===== src/rtl/nco_phase_sequencer_if.sv =====
// Bundle of the step/tick control, sine-stage handshake and sample output
// signals shared between the phase sequencer and its environment.
interface nco_phase_sequencer_if;
  logic        step_load;
  logic [17:0] step_in;
  logic        tick;
  logic        sine_ready;
  logic [15:0] sine_data;
  logic [17:0] angle;
  logic        update;
  logic [15:0] sample;
  logic        sample_valid;
  logic        sample_ack;
  logic        busy;
  logic        overrun;
  logic        dropped;
  logic        timeout;

  // Sequencer side.
  modport master (
    input  step_load, step_in, tick, sine_ready, sine_data, sample_ack,
    output angle, update, sample, sample_valid, busy, overrun, dropped, timeout
  );

  // Environment side: control source, sine stage and downstream consumer.
  modport slave (
    output step_load, step_in, tick, sine_ready, sine_data, sample_ack,
    input  angle, update, sample, sample_valid, busy, overrun, dropped, timeout
  );
endinterface


===== src/rtl/nco_phase_sequencer.sv =====
// Phase accumulator feeding the CORDIC sine stage: advances the phase modulo
// 2*pi on each tick, issues the angle, and buffers the returned sine sample.
module nco_phase_sequencer #(
  parameter int PI2     = 51472,
  parameter int TIMEOUT = 63
) (
  input logic                   clk,
  input logic                   reset,
  nco_phase_sequencer_if.master io_bus
);

  localparam int          CW       = $clog2(TIMEOUT + 1);
  localparam logic [18:0] MOD      = 19'(4 * PI2);
  localparam logic [17:0] STEP_LIM = 18'(2 * PI2);
  localparam logic [17:0] STEP_MAX = 18'(2 * PI2 - 1);

  typedef enum logic [1:0] {
    S_IDLE,
    S_ISSUE,
    S_ARM,
    S_WAIT
  } state_t;

  state_t          r_state;
  state_t          w_state_next;
  logic [17:0]     r_phase;
  logic [17:0]     r_step;
  logic [17:0]     r_angle;
  logic [CW-1:0]   r_cnt;
  logic            r_update;
  logic [15:0]     r_sample;
  logic            r_sample_valid;
  logic            r_busy;
  logic            r_overrun;
  logic            r_dropped;
  logic            r_timeout;

  logic [18:0]     w_sum;
  logic [18:0]     w_wrapped;
  logic [17:0]     w_phase_next;
  logic [17:0]     w_step_sat;
  logic [CW-1:0]   w_cnt_inc;
  logic            w_accept;
  logic            w_capture;
  logic            w_expire;
  logic            w_overrun_evt;

  // Both operands stay below 4*PI2 and 2*PI2, so one conditional subtract wraps.
  assign w_sum        = {1'b0, r_phase} + {1'b0, r_step};
  assign w_wrapped    = (w_sum >= MOD) ? (w_sum - MOD) : w_sum;
  assign w_phase_next = w_wrapped[17:0];
  assign w_step_sat   = (io_bus.step_in >= STEP_LIM) ? STEP_MAX : io_bus.step_in;
  assign w_cnt_inc    = r_cnt + CW'(1);

  always_comb begin
    w_state_next  = r_state;
    w_accept      = 1'b0;
    w_capture     = 1'b0;
    w_expire      = 1'b0;
    w_overrun_evt = 1'b0;
    case (r_state)
      S_IDLE: begin
        if (io_bus.tick) begin
          w_accept     = 1'b1;
          w_state_next = S_ISSUE;
        end
      end
      S_ISSUE: begin
        w_overrun_evt = io_bus.tick;
        w_state_next  = S_ARM;
      end
      // Dead cycle: a ready left over from the previous computation may
      // still be visible here, so it is not trusted until WAIT.
      S_ARM: begin
        w_overrun_evt = io_bus.tick;
        w_state_next  = S_WAIT;
      end
      S_WAIT: begin
        w_overrun_evt = io_bus.tick;
        if (io_bus.sine_ready) begin
          w_capture    = 1'b1;
          w_state_next = S_IDLE;
        end else if (w_cnt_inc == CW'(TIMEOUT)) begin
          w_expire     = 1'b1;
          w_state_next = S_IDLE;
        end
      end
      default: w_state_next = S_IDLE;
    endcase
  end

  always_ff @(posedge clk or posedge reset) begin
    if (reset) begin
      r_state <= S_IDLE;
      r_busy  <= 1'b0;
    end else begin
      r_state <= w_state_next;
      r_busy  <= (w_state_next != S_IDLE);
    end
  end

  // The tick in the same cycle as a step load still sees the old r_step.
  always_ff @(posedge clk or posedge reset) begin
    if (reset) begin
      r_step <= '0;
    end else if (io_bus.step_load) begin
      r_step <= w_step_sat;
    end
  end

  always_ff @(posedge clk or posedge reset) begin
    if (reset) begin
      r_phase  <= '0;
      r_angle  <= '0;
      r_update <= 1'b0;
    end else begin
      r_update <= w_accept;
      if (w_accept) begin
        r_phase <= w_phase_next;
        r_angle <= w_phase_next;
      end
    end
  end

  always_ff @(posedge clk or posedge reset) begin
    if (reset) begin
      r_cnt <= '0;
    end else if (r_state == S_ARM) begin
      r_cnt <= '0;
    end else if (r_state == S_WAIT && !io_bus.sine_ready) begin
      r_cnt <= w_cnt_inc;
    end
  end

  // A capture outranks a simultaneous ack: the fresh sample stays valid.
  always_ff @(posedge clk or posedge reset) begin
    if (reset) begin
      r_sample       <= '0;
      r_sample_valid <= 1'b0;
      r_dropped      <= 1'b0;
    end else if (w_capture) begin
      r_sample       <= io_bus.sine_data;
      r_sample_valid <= 1'b1;
      if (r_sample_valid && !io_bus.sample_ack) begin
        r_dropped <= 1'b1;
      end
    end else if (r_sample_valid && io_bus.sample_ack) begin
      r_sample_valid <= 1'b0;
    end
  end

  always_ff @(posedge clk or posedge reset) begin
    if (reset) begin
      r_overrun <= 1'b0;
      r_timeout <= 1'b0;
    end else begin
      if (w_overrun_evt) begin
        r_overrun <= 1'b1;
      end
      if (w_expire) begin
        r_timeout <= 1'b1;
      end
    end
  end

  assign io_bus.angle        = r_angle;
  assign io_bus.update       = r_update;
  assign io_bus.sample       = r_sample;
  assign io_bus.sample_valid = r_sample_valid;
  assign io_bus.busy         = r_busy;
  assign io_bus.overrun      = r_overrun;
  assign io_bus.dropped      = r_dropped;
  assign io_bus.timeout      = r_timeout;

endmodule


===== src/flat_wrapper.sv =====
// flat-port wrapper written by rule: the top's interface ports become plain ports
module nco_phase_sequencer_flat 
#(
  parameter int PI2     = 51472,
  parameter int TIMEOUT = 63
)
  (clk, reset, io_bus_step_load, io_bus_step_in, io_bus_tick, io_bus_sine_ready, io_bus_sine_data, io_bus_sample_ack, io_bus_angle, io_bus_update, io_bus_sample, io_bus_sample_valid, io_bus_busy, io_bus_overrun, io_bus_dropped, io_bus_timeout);
  nco_phase_sequencer_if io_bus_i ();
  input logic clk;
  input logic reset;
  input wire logic [$bits(io_bus_i.step_load)-1:0] io_bus_step_load;
  input wire logic [$bits(io_bus_i.step_in)-1:0] io_bus_step_in;
  input wire logic [$bits(io_bus_i.tick)-1:0] io_bus_tick;
  input wire logic [$bits(io_bus_i.sine_ready)-1:0] io_bus_sine_ready;
  input wire logic [$bits(io_bus_i.sine_data)-1:0] io_bus_sine_data;
  input wire logic [$bits(io_bus_i.sample_ack)-1:0] io_bus_sample_ack;
  output wire logic [$bits(io_bus_i.angle)-1:0] io_bus_angle;
  output wire logic [$bits(io_bus_i.update)-1:0] io_bus_update;
  output wire logic [$bits(io_bus_i.sample)-1:0] io_bus_sample;
  output wire logic [$bits(io_bus_i.sample_valid)-1:0] io_bus_sample_valid;
  output wire logic [$bits(io_bus_i.busy)-1:0] io_bus_busy;
  output wire logic [$bits(io_bus_i.overrun)-1:0] io_bus_overrun;
  output wire logic [$bits(io_bus_i.dropped)-1:0] io_bus_dropped;
  output wire logic [$bits(io_bus_i.timeout)-1:0] io_bus_timeout;
  assign io_bus_i.step_load = io_bus_step_load;
  assign io_bus_i.step_in = io_bus_step_in;
  assign io_bus_i.tick = io_bus_tick;
  assign io_bus_i.sine_ready = io_bus_sine_ready;
  assign io_bus_i.sine_data = io_bus_sine_data;
  assign io_bus_i.sample_ack = io_bus_sample_ack;
  assign io_bus_angle = io_bus_i.angle;
  assign io_bus_update = io_bus_i.update;
  assign io_bus_sample = io_bus_i.sample;
  assign io_bus_sample_valid = io_bus_i.sample_valid;
  assign io_bus_busy = io_bus_i.busy;
  assign io_bus_overrun = io_bus_i.overrun;
  assign io_bus_dropped = io_bus_i.dropped;
  assign io_bus_timeout = io_bus_i.timeout;
  nco_phase_sequencer #(.PI2(PI2), .TIMEOUT(TIMEOUT)) u_core (.clk(clk), .reset(reset), .io_bus(io_bus_i));
endmodule

===== config.mk =====
export PLATFORM = sky130hd
export DESIGN_NAME = nco_phase_sequencer_flat
export DESIGN_NICKNAME = d
export VERILOG_FILES = /design/src/rtl/nco_phase_sequencer_if.sv /design/src/rtl/nco_phase_sequencer.sv /design/src/flat_wrapper.sv
export SDC_FILE = /design/constraint.sdc
export NUM_CORES = 1
export LEC_CHECK = 0
export ABC_AREA = 0
export BUFFER_PORTS_ARGS = -buffer_cell sky130_fd_sc_hd__buf_2
export CORE_MARGIN = 2
export CORE_UTILIZATION = 60
export CTS_BUF_LIST = sky130_fd_sc_hd__clkbuf_4 sky130_fd_sc_hd__clkbuf_8 sky130_fd_sc_hd__clkbuf_16
export DETAILED_ROUTE_END_ITERATION = 12
export PLACE_DENSITY = 0.82
export SLEW_MARGIN = 5
export SYNTH_ARGS = -nofsm -noshare
export SYNTH_HDL_FRONTEND = slang
export SYNTH_SLANG_ARGS = --single-unit

===== constraint.sdc =====
create_clock -name clk -period 6.03 [get_ports clk]
set_input_delay 0.3015 -clock clk [delete_from_list [all_inputs] [get_ports clk]]
set_output_delay 0.3015 -clock clk [all_outputs]
set_load 0.005 [all_outputs]

# Word level (Yosys, flattened, before mapping)
# Cells that the tools add are included.
# W data, S select, Z words.
dict set report totals {
  ff_bits 66
  in_bits 40
  out_inout_bits 40
  word_cells 49
}
dict set report classes {
  add_sub_neg 3
  magnitude_cmp 2
  eq_ne 4
  muxes 18
  reduce_logical 11
}
# op n
set op_table {}
lappend op_table {{$mux W18} 2}
lappend op_table {{$add A18 B18 Y19} 1}
lappend op_table {{$ge A19 B18 Y1 const B} 1}
lappend op_table {{$ge A18 B17 Y1 const B} 1}
lappend op_table {{$sub A18 B18 Y18 const B} 1}
lappend op_table {{$mux W6} 2}
lappend op_table {{$mux W1} 10}
lappend op_table {{$pmux W2 S4} 1}
lappend op_table {{$add A6 B1 Y6 const B} 1}
lappend op_table {{$eq A6 B6 Y1 const B} 1}
lappend op_table {{$mux W2} 3}
lappend op_table {{$reduce_bool A2 Y1} 3}
lappend op_table {{$eq A2 B2 Y1 const B} 2}
lappend op_table {{$logic_and A1 B1 Y1} 3}
lappend op_table {{$reduce_or A3 Y1} 1}
lappend op_table {{$eq A2 B1 Y1 const B} 1}
lappend op_table {{$logic_not A1 Y1} 2}
lappend op_table {{$logic_not A2 Y1} 1}
lappend op_table {{$reduce_and A2 Y1} 1}

# Logic depth before layout (Yosys ltp)
# Gate-level depths: netlist (run 1).
dict set report depth {
  depth_word 6
  mapped_depth 16
  depth_no_buf 15
}

# Worst setup path before layout (run 1)
# Ideal clock, no wire load.
dict set report synth_path {
  path_kind {reg-to-reg}
  startpoint {register u_core.r_phase[0]}
  endpoint {register u_core.r_phase[8]}
  setup_ps 82
  arrival_time_ps 3237
  t_required_ps 5948
  path_slack_ps 2711
  path_stages_with_launch 17
  path_buffers 1
  period_less_slack_ps 3319
  cell_sequence {dfrtp_1 ha_1 inv_1 fa_1 nor2b_1 o31a_1 nor2_1 xnor2_1 ha_1 nand4b_1 nor4_1 nor4_2 o311ai_1 a31oi_4 buf_6 nand3b_1 a31oi_1}
}
dict set report synth_via {
  elab_chain_len 3
  elab_cells_between_ends 4
  cone_classes {2 x add/sub; 1 x order compare; 1 x mux}
}
# item line_no
set synth_lines {}
lappend synth_lines {{start: declaration} nco_phase_sequencer.sv:26} ;# logic [17:0] r_phase;
lappend synth_lines {{start signal: assignment} nco_phase_sequencer.sv:119} ;# r_phase <= w_phase_next;
lappend synth_lines {{$add A18 B18 Y19 *} nco_phase_sequencer.sv:49} ;# assign w_sum = {1'b0, r_phase} + {1'b0, r_step};
lappend synth_lines {{$sub A18 B18 Y18 / $ge A19 B18 Y1 (equally long branches)} nco_phase_sequencer.sv:50} ;# assign w_wrapped = (w_sum >= MOD) ? (w_sum - MOD) : w_sum;
lappend synth_lines {{$mux W18 *} nco_phase_sequencer.sv:50}
# Every way passes the cells marked *; elsewhere a longest branch is shown, timed or not.
# A chain may end at the register's enable or synchronous reset.

# Final worst setup path (run 1)
dict set report layout_path {
  startpoint {register u_core.r_phase[0]}
  endpoint {register u_core.r_phase[13]}
}
# The elaborated chain is that of the path after synthesis.

==> results of run 1 <==
## critical path, stage by stage, from the launching register on
cell	delay (ns)
dfrtp_1	0.37
ha_1	0.17
inv_1	0.06
fa_1	0.40
nor2b_1	0.17
o31a_1	0.23
nor2_1	0.09
xnor2_1	0.28
ha_1	0.23
nand4b_1	0.11
nor4_1	0.42
nor4_2	0.06
o311ai_1	0.41
a31oi_4	0.32
o21a_1	0.27
o31ai_1	0.19
## layout make-up
class                      instances  area [µm²]
clock buffer                       9         124
clock inverter                     7        75.1
fill                             478        1790
inverter                          27         101
multi-input combinational        296        2110
sequential                        66        1650
tap                               77        96.3
timing repair buffer              80         403
## cell usage in the layout (no fill, tap or decap), types with 9 or more instances in the layout
cell,count
a21o_1,9
a21oi_1,17
ha_1,22
xor2_1,9
nand2_1,48
o21ai_0,22
nor3_1,10
mux2_2,20
buf_2,79
clkbuf_8,9
dfrtp_1,66
nand3_1,11
nor2_1,18
xnor2_1,9
inv_1,26
## per-layer routing
metal | wire (µm) | part of all wire, %
met5 | 0 | 0
met1 | 4210 | 45
met4 | 118 | 1.3
met3 | 515 | 5.5
met2 | 4580 | 49
## flip-flops by register name, summed over array words and instances (netlist names)
signal / count
u_core.io_bus.dropped: 1
u_core.io_bus.update: 1
u_core.r_cnt: 6
u_core.io_bus.overrun: 1
u_core.r_phase: 18
u_core.io_bus.busy: 1
u_core.r_state: 2
u_core.io_bus.sample: 16
u_core.io_bus.timeout: 1
u_core.r_step: 18
u_core.io_bus.sample_valid: 1
## power by group
group          total [mW]  internal (mW)  switching, mW
clock network       0.388          0.193          0.195
logic                1.35          0.574          0.778
registers           0.703          0.586          0.116
total                2.44           1.35           1.09
## final timing paths
path,depth (start not counted),startpoint,endpoint
min,3,io_bus_step_in[8],u_core.r_step[8]$_DFFE_PP0P_
max in group asynchronous,3,reset,u_core.r_step[2]$_DFFE_PP0P_
min in group asynchronous,3,reset,u_core.io_bus.sample[7]$_DFFE_PP0P_
max reg2reg,15,u_core.r_phase[0]$_DFFE_PP0P_,u_core.r_phase[13]$_DFFE_PP0P_
max,15,u_core.r_phase[0]$_DFFE_PP0P_,u_core.r_phase[13]$_DFFE_PP0P_
min reg2reg,1,u_core.io_bus.timeout$_DFFE_PP0P_,u_core.io_bus.timeout$_DFFE_PP0P_
## synthesized netlist by cell type, types with 3 or more instances
master	count
nand3b_1	4
nand2_1	48
o31ai_1	5
dfrtp_1	66
a22oi_1	5
o22a_1	8
a211oi_1	6
mux2i_1	8
xor2_1	9
and2_1	5
ha_1	22
or3_1	3
nor2_1	18
nor3_1	10
a211o_1	3
clkbuf_1	14
nand4b_1	3
o21bai_1	3
a21oi_1	17
inv_1	27
mux2_2	20
nand3_1	11
nand4_1	3
o21ai_0	22
xnor2_1	9
a21o_1	9
nand2b_1	6
## logic make-up after synthesis
| group | count (synthesis) | synth area share [%] |
|---|---|---|
| buffers and inverters | 43 | 4.30 |
| adders and majority gates | 23 | 7.52 |
| and+or+nand+nor | 122 | 15.4 |
| DFF | 66 | 42.1 |
| muxes | 28 | 7.77 |
| AOI/OAI and AO/OA | 105 | 18.9 |
| xor gates and xnor gates | 18 | 4.01 |
==> out/qor.yml, run 1 <==
min_period_over_period_pct: 64.8
cts_sinks: 66
crit_path_max_fanout: 14
grt_util_met1_pct: 37.6
antenna_found_initial: 0
synthDominantCellAreaShare_pct: 42.1
yosys.cell_types.count: 57
design_power_total_mw: 2.44
p_per_area_nw_per_um2: 536
num-nets-final: 543
diodes: 0
cts_tree: "built"
drt-wirelength-per-cell_um: 16.8
worstSetupPathType: "reg2reg"
netlist_top_cells_area: "dfrtp_1, ha_1, mux2_2"
clk_latency_ns: 0.36
grt_pass1_vias: 3255
synth-async-reset-ratio_pct: 100
drv_slew: 0
core_um2: 6350
antenna_left: 0
ys.warnings.count: 0
grt_max_degree: 67
critPathArrivalTime_ns: 4.16
clock_skew_ns: 0.00928
clock_path_buffers: 2
die_area_um2: 7210
portBuffers: 79
dp_cells: 546
grtUsageMet2_pct: 45.0
h-tree-depth: 3
final_util_pct: 71.8
synth_flop_cell: "dfrtp_1"
synth_seq_area_share_pct: 42.1
postCtsHoldBufs: 0
worst_slew_pin_slew_ns: 1.02
dp_hpwl_um: 6940
hold_class: "in2reg"
hold_slack_ns: 0.157
hold_viol: 0
fin_setup_tns_ns: 0
final-setup-viol-count: 0
max-cap-violations: 0
grt_setup_unrepaired: "false"
slew_headroom_pct: 32.2
area_growth_pct: 16.1
die_h_um: 84.9
dr.first_iter.drc_count: 263
final_area_um2: 4560
route.detailed.drc: 0
grt_overflow_total: 0
fmax_mhz: 256
cts_buffers: 9
start_util_pct: 61.9
netlist_instances: 405
clk_pin_slew_ns: 0.08
num_rows: 29
synth_edf_count: 0
gp_congestion: 0.930
fin_cells: 562
required_ns: 6.28
routed_wl_um: 9420
io_pins: 80
cp-end-kind: "flop"
vias: 3352
synth-seq-cells: 66
track_usage_pct: 27.6
period_needed_ns: 3.90
dieWidth_um: 84.9
peakVddDrop_uv: 327
synthesis.nets: 468
cts-root-buf: "clkbuf_8"
use_met3_pct: 5.45
rrSetupSlack_ns: 2.13
syn_area_um2: 3930
post_cts_buffers: 0
setup_ws_ns: 2.13
pre_cts_ws_ns: 2.19
cts_resized: 0
synth.largest_area_cell: "dfrtp_1"
drive_gt1_share_pct: 25.6
cp-start-kind: "flop"
top_usage_layer: "met2"
p_leak_nw: 2.23
syn_avg_cell_area_um2: 9.70
place_area_um2: 4360
status: "finished, final reports clean"
drtPass1Iterations: 5
via_per_inst: 5.96
grt_pass1_wl_um: 15800
No activity file was read; power rests on OpenSTA's default activity.
==> inputs of run 2 (changes only) <==
- ABC_AREA: 0 -> 1
- CORE_UTILIZATION: 60 -> 57
- PLACE_DENSITY: 0.82 -> 0.77
- clock period: 6.03 -> 3.7 ns (I/O delays scaled with it)
==> run 2 against run 1 <==
- total power grew 85%
- synthesized cell count grew 66%
- register-to-register slack lost 1.4 ns
- die area grew 24%
- critical endpoint is now u_core.r_phase[7]$_DFFE_PP0P_
- utilization shrank 3.7 points
- sequential share of layout area shrank 5.2 points
- fmax grew 32%
- area after synthesis grew 19%
- wire length grew 23%
- critical path type unchanged
==> out/qor.yml, run 2 <==
grt_util_met1_pct: 37.5  # -0.044 points
p_leak_nw: 2.99  # +34%
antenna_left: 0  # unchanged
vias: 4448  # +33%
io_pins: 80  # unchanged
fin_cells: 858  # +53%
yosys.area_share.adder_pct: 6.34  # -1.2 points
period_needed_ns: 2.95  # -0.952 ns
route.detailed.drc: 0  # unchanged
syn_area_um2: 4660  # +19%
required_ns: 3.94  # -2.34 ns
worstSetupPathType: "reg2reg"
ys.warnings.count: 0  # unchanged
synth_most_common_cell: "nand2_1"
area_growth_pct: 14.1
cts-root-buf: "clkbuf_8"
cts_sinks: 66  # unchanged
synthesis.nets: 737  # +57%
dieWidth_um: 94.4  # +11%
cp-start-kind: "flop"
final_common_cell: "nand2_1"
synth_edf_count: 0  # unchanged
slew_headroom_pct: 33.5  # +1.3 points
antenna_found_initial: 0  # unchanged
grt_pass1_vias: 4342  # +33%
max-cap-violations: 0  # unchanged
grt_overflow_total: 0  # unchanged
synth-seq-cells: 66  # unchanged
grt_max_degree: 39  # -42%
synth_flop_cell: "dfrtp_1"
drv_slew: 0  # unchanged
p_per_area_nw_per_um2: 848  # +58%
clk_latency_ns: 0.36  # about the same
drtPass1Iterations: 5  # unchanged
synthMuxAreaShare_pct: 0  # -7.8 points
dr.first_iter.drc_count: 218  # -17%
synth-async-reset-ratio_pct: 100  # unchanged
dp_cells: 841  # +54%
drt-wirelength-per-cell_um: 13.5  # -20%
yosys.area_share.simple_pct: 39.4  # +24 points
final-setup-viol-count: 0  # unchanged
via_per_inst: 5.18  # -13%
hold_depth: 3  # unchanged
peakVddDrop_uv: 454  # +39%
synth.largest_area_cell: "dfrtp_1"
syn_avg_cell_area_um2: 6.92  # -29%
cts_buffers: 9  # unchanged
layout_common_cells: "nand2_1, inv_1, buf_2"
num-nets-final: 814  # +50%
final_area_um2: 5320  # +17%
cp-end-kind: "flop"
grt_setup_unrepaired: "false"
crit_path_max_fanout: 13  # -1
netlist_instances: 674  # +66%
synth_seq_area_share_pct: 35.4  # -6.6 points
synth_top_family_by_area: "simple AND/OR/NAND/NOR gates"
hold_viol: 0  # unchanged
worstReg2RegStart: "u_core.r_phase[0]$_DFFE_PP0P_"
netlist_top_cells_area: "dfrtp_1, nand2_1, inv_1"
synthDominantCellAreaShare_pct: 35.4  # -6.6 points
fmax_mhz: 339  # +32%
use_met3_pct: 5.59  # +0.14 points
hold_slack_ns: 0.0239  # -0.133 ns
min_period_over_period_pct: 79.8  # +15 points
grtUsageMet2_pct: 46.8  # +1.9 points
critPathArrivalTime_ns: 3.20  # -0.96 ns
place_area_um2: 5100  # +17%
reg2regPathDepth: 19  # +4
top_usage_layer: "met2"
dp_hpwl_um: 9270  # +34%
clk_pin_slew_ns: 0.08  # about the same
clock_skew_ns: 0.00739  # -0.00189 ns
synthTopCellsByCount: "nand2_1, inv_1, dfrtp_1, nand3_1, nor2_1"
gp_congestion: 0.969  # +4.1%
routed_wl_um: 11600  # +23%
cts_tree: "built"
grt_pass1_wl_um: 19800  # +26%
status: "finished, final reports clean"
hold_class: "in2reg"
core_um2: 7810  # +23%
portBuffers: 79  # unchanged
worst_slew_pin_slew_ns: 0.994  # -0.0208 ns
clock_path_buffers: 2  # unchanged
num_rows: 32  # +10%
synth-compound-area-share_pct: 5.99  # -13 points
crit_start: "u_core.r_phase[0]$_DFFE_PP0P_"
die_area_um2: 8920  # +24%
yosys.cell_types.count: 36  # -37%
die_h_um: 94.4  # +11%
start_util_pct: 59.7  # -2.2 points
drive_gt1_share_pct: 19.6  # -6.0 points
diodes: 0  # unchanged
hold_start: "io_bus_sine_data[9]"
track_usage_pct: 28.4  # +0.81 points
synth_xor_area_share_pct: 2.07  # -1.9 points
fin_setup_tns_ns: 0  # unchanged
h-tree-depth: 3  # unchanged
[run 2: cell count changes after synthesis, moves of 8 or more]
cell     before  now
nand3_1      11   45
nand3_2       0    8
mux2_2       20    0
inv_1        27  104
nor2_1       18   31
nand2_1      48  247
nand4_1       3   17
nand2_2       0   22
mux2i_1       8    0
a21o_1        9    0
nor2_2        0    8
o22a_1        8    0
[run 2: report_power, final]
group | internal [mW] | switching [mW]
Sequential | 0.949 | 0.177
Combinational | 0.961 | 1.78
Clock | 0.335 | 0.309
Total | 2.25 | 2.26
[run 2: repair_timing]
item,CTS,global route
gates resized for setup,0,0
hold endpoints to repair,10,0
hold buffers,1,0
setup buffers,0,0
[run 2: through the flow]
stage | util (%) | setup slack, ns | total power [mW]
6_report | 68.1 | 0.747 | 4.51
2_1_floorplan | - | 1.24 | 3.17
3_5_place_dp | 65.3 | 0.785 | 3.84
3_3_place_gp | 65.3 | 0.840 | 3.78
4_1_cts | 68.1 | 0.766 | 4.49
5_1_grt | 68.1 | 0.440 | 4.95
[run 2: final timing paths]
kind | endpoint | slack (ns)
max | u_core.r_phase[7]$_DFFE_PP0P_ | 0.75
min | u_core.io_bus.sample[9]$_DFFE_PP0P_ | 0.02
max reg2reg | u_core.r_phase[7]$_DFFE_PP0P_ | 0.75
min reg2reg | u_core.io_bus.sample[5]$_DFFE_PP0P_ | 0.47
max in group asynchronous | u_core.r_step[6]$_DFFE_PP0P_ | 2.30
min in group asynchronous | u_core.io_bus.sample_valid$_DFFE_PP0P_ | 0.54
[run 2: cell families after synthesis]
logic type,Yosys count
adders and majority gates,23
xor gates and xnor gates,11
buffers and inverters,124
and+or+nand+nor,401
AOI/OAI and AO/OA,49
DFF,66
[run 2: worst max-delay path, cell delays in order, from the launching register on]
cell	delay, ns
dfrtp_1	0.37
ha_1	0.22
inv_1	0.07
fa_1	0.39
inv_1	0.09
nand3_1	0.08
nand2_2	0.11
nand2_1	0.08
nand2_1	0.09
nand2_1	0.07
nand2_1	0.06
nand2_1	0.06
nand2_2	0.14
nand3_2	0.15
nor2_2	0.16
nand3_2	0.24
nand3_4	0.24
nand2_1	0.07
nand3_1	0.08
nand2_1	0.06
[run 2: layout make-up]
type | instances | area, µm²
Multi-Input combinational cell | 484 | 2510
Fill cell | 721 | 2490
Sequential cell | 66 | 1650
Timing Repair Buffer | 81 | 413
Inverter | 109 | 409
Clock buffer | 10 | 138
Tap cell | 102 | 128
Clock inverter | 6 | 71.3
[run 2: routing by layer]
layer / vias up / part of all wire [%]
met5: - / 0
met4: 0 / 1.9
met1: 2042 / 46
met3: 18 / 6.6
li1: 2253 / -
met2: 135 / 46
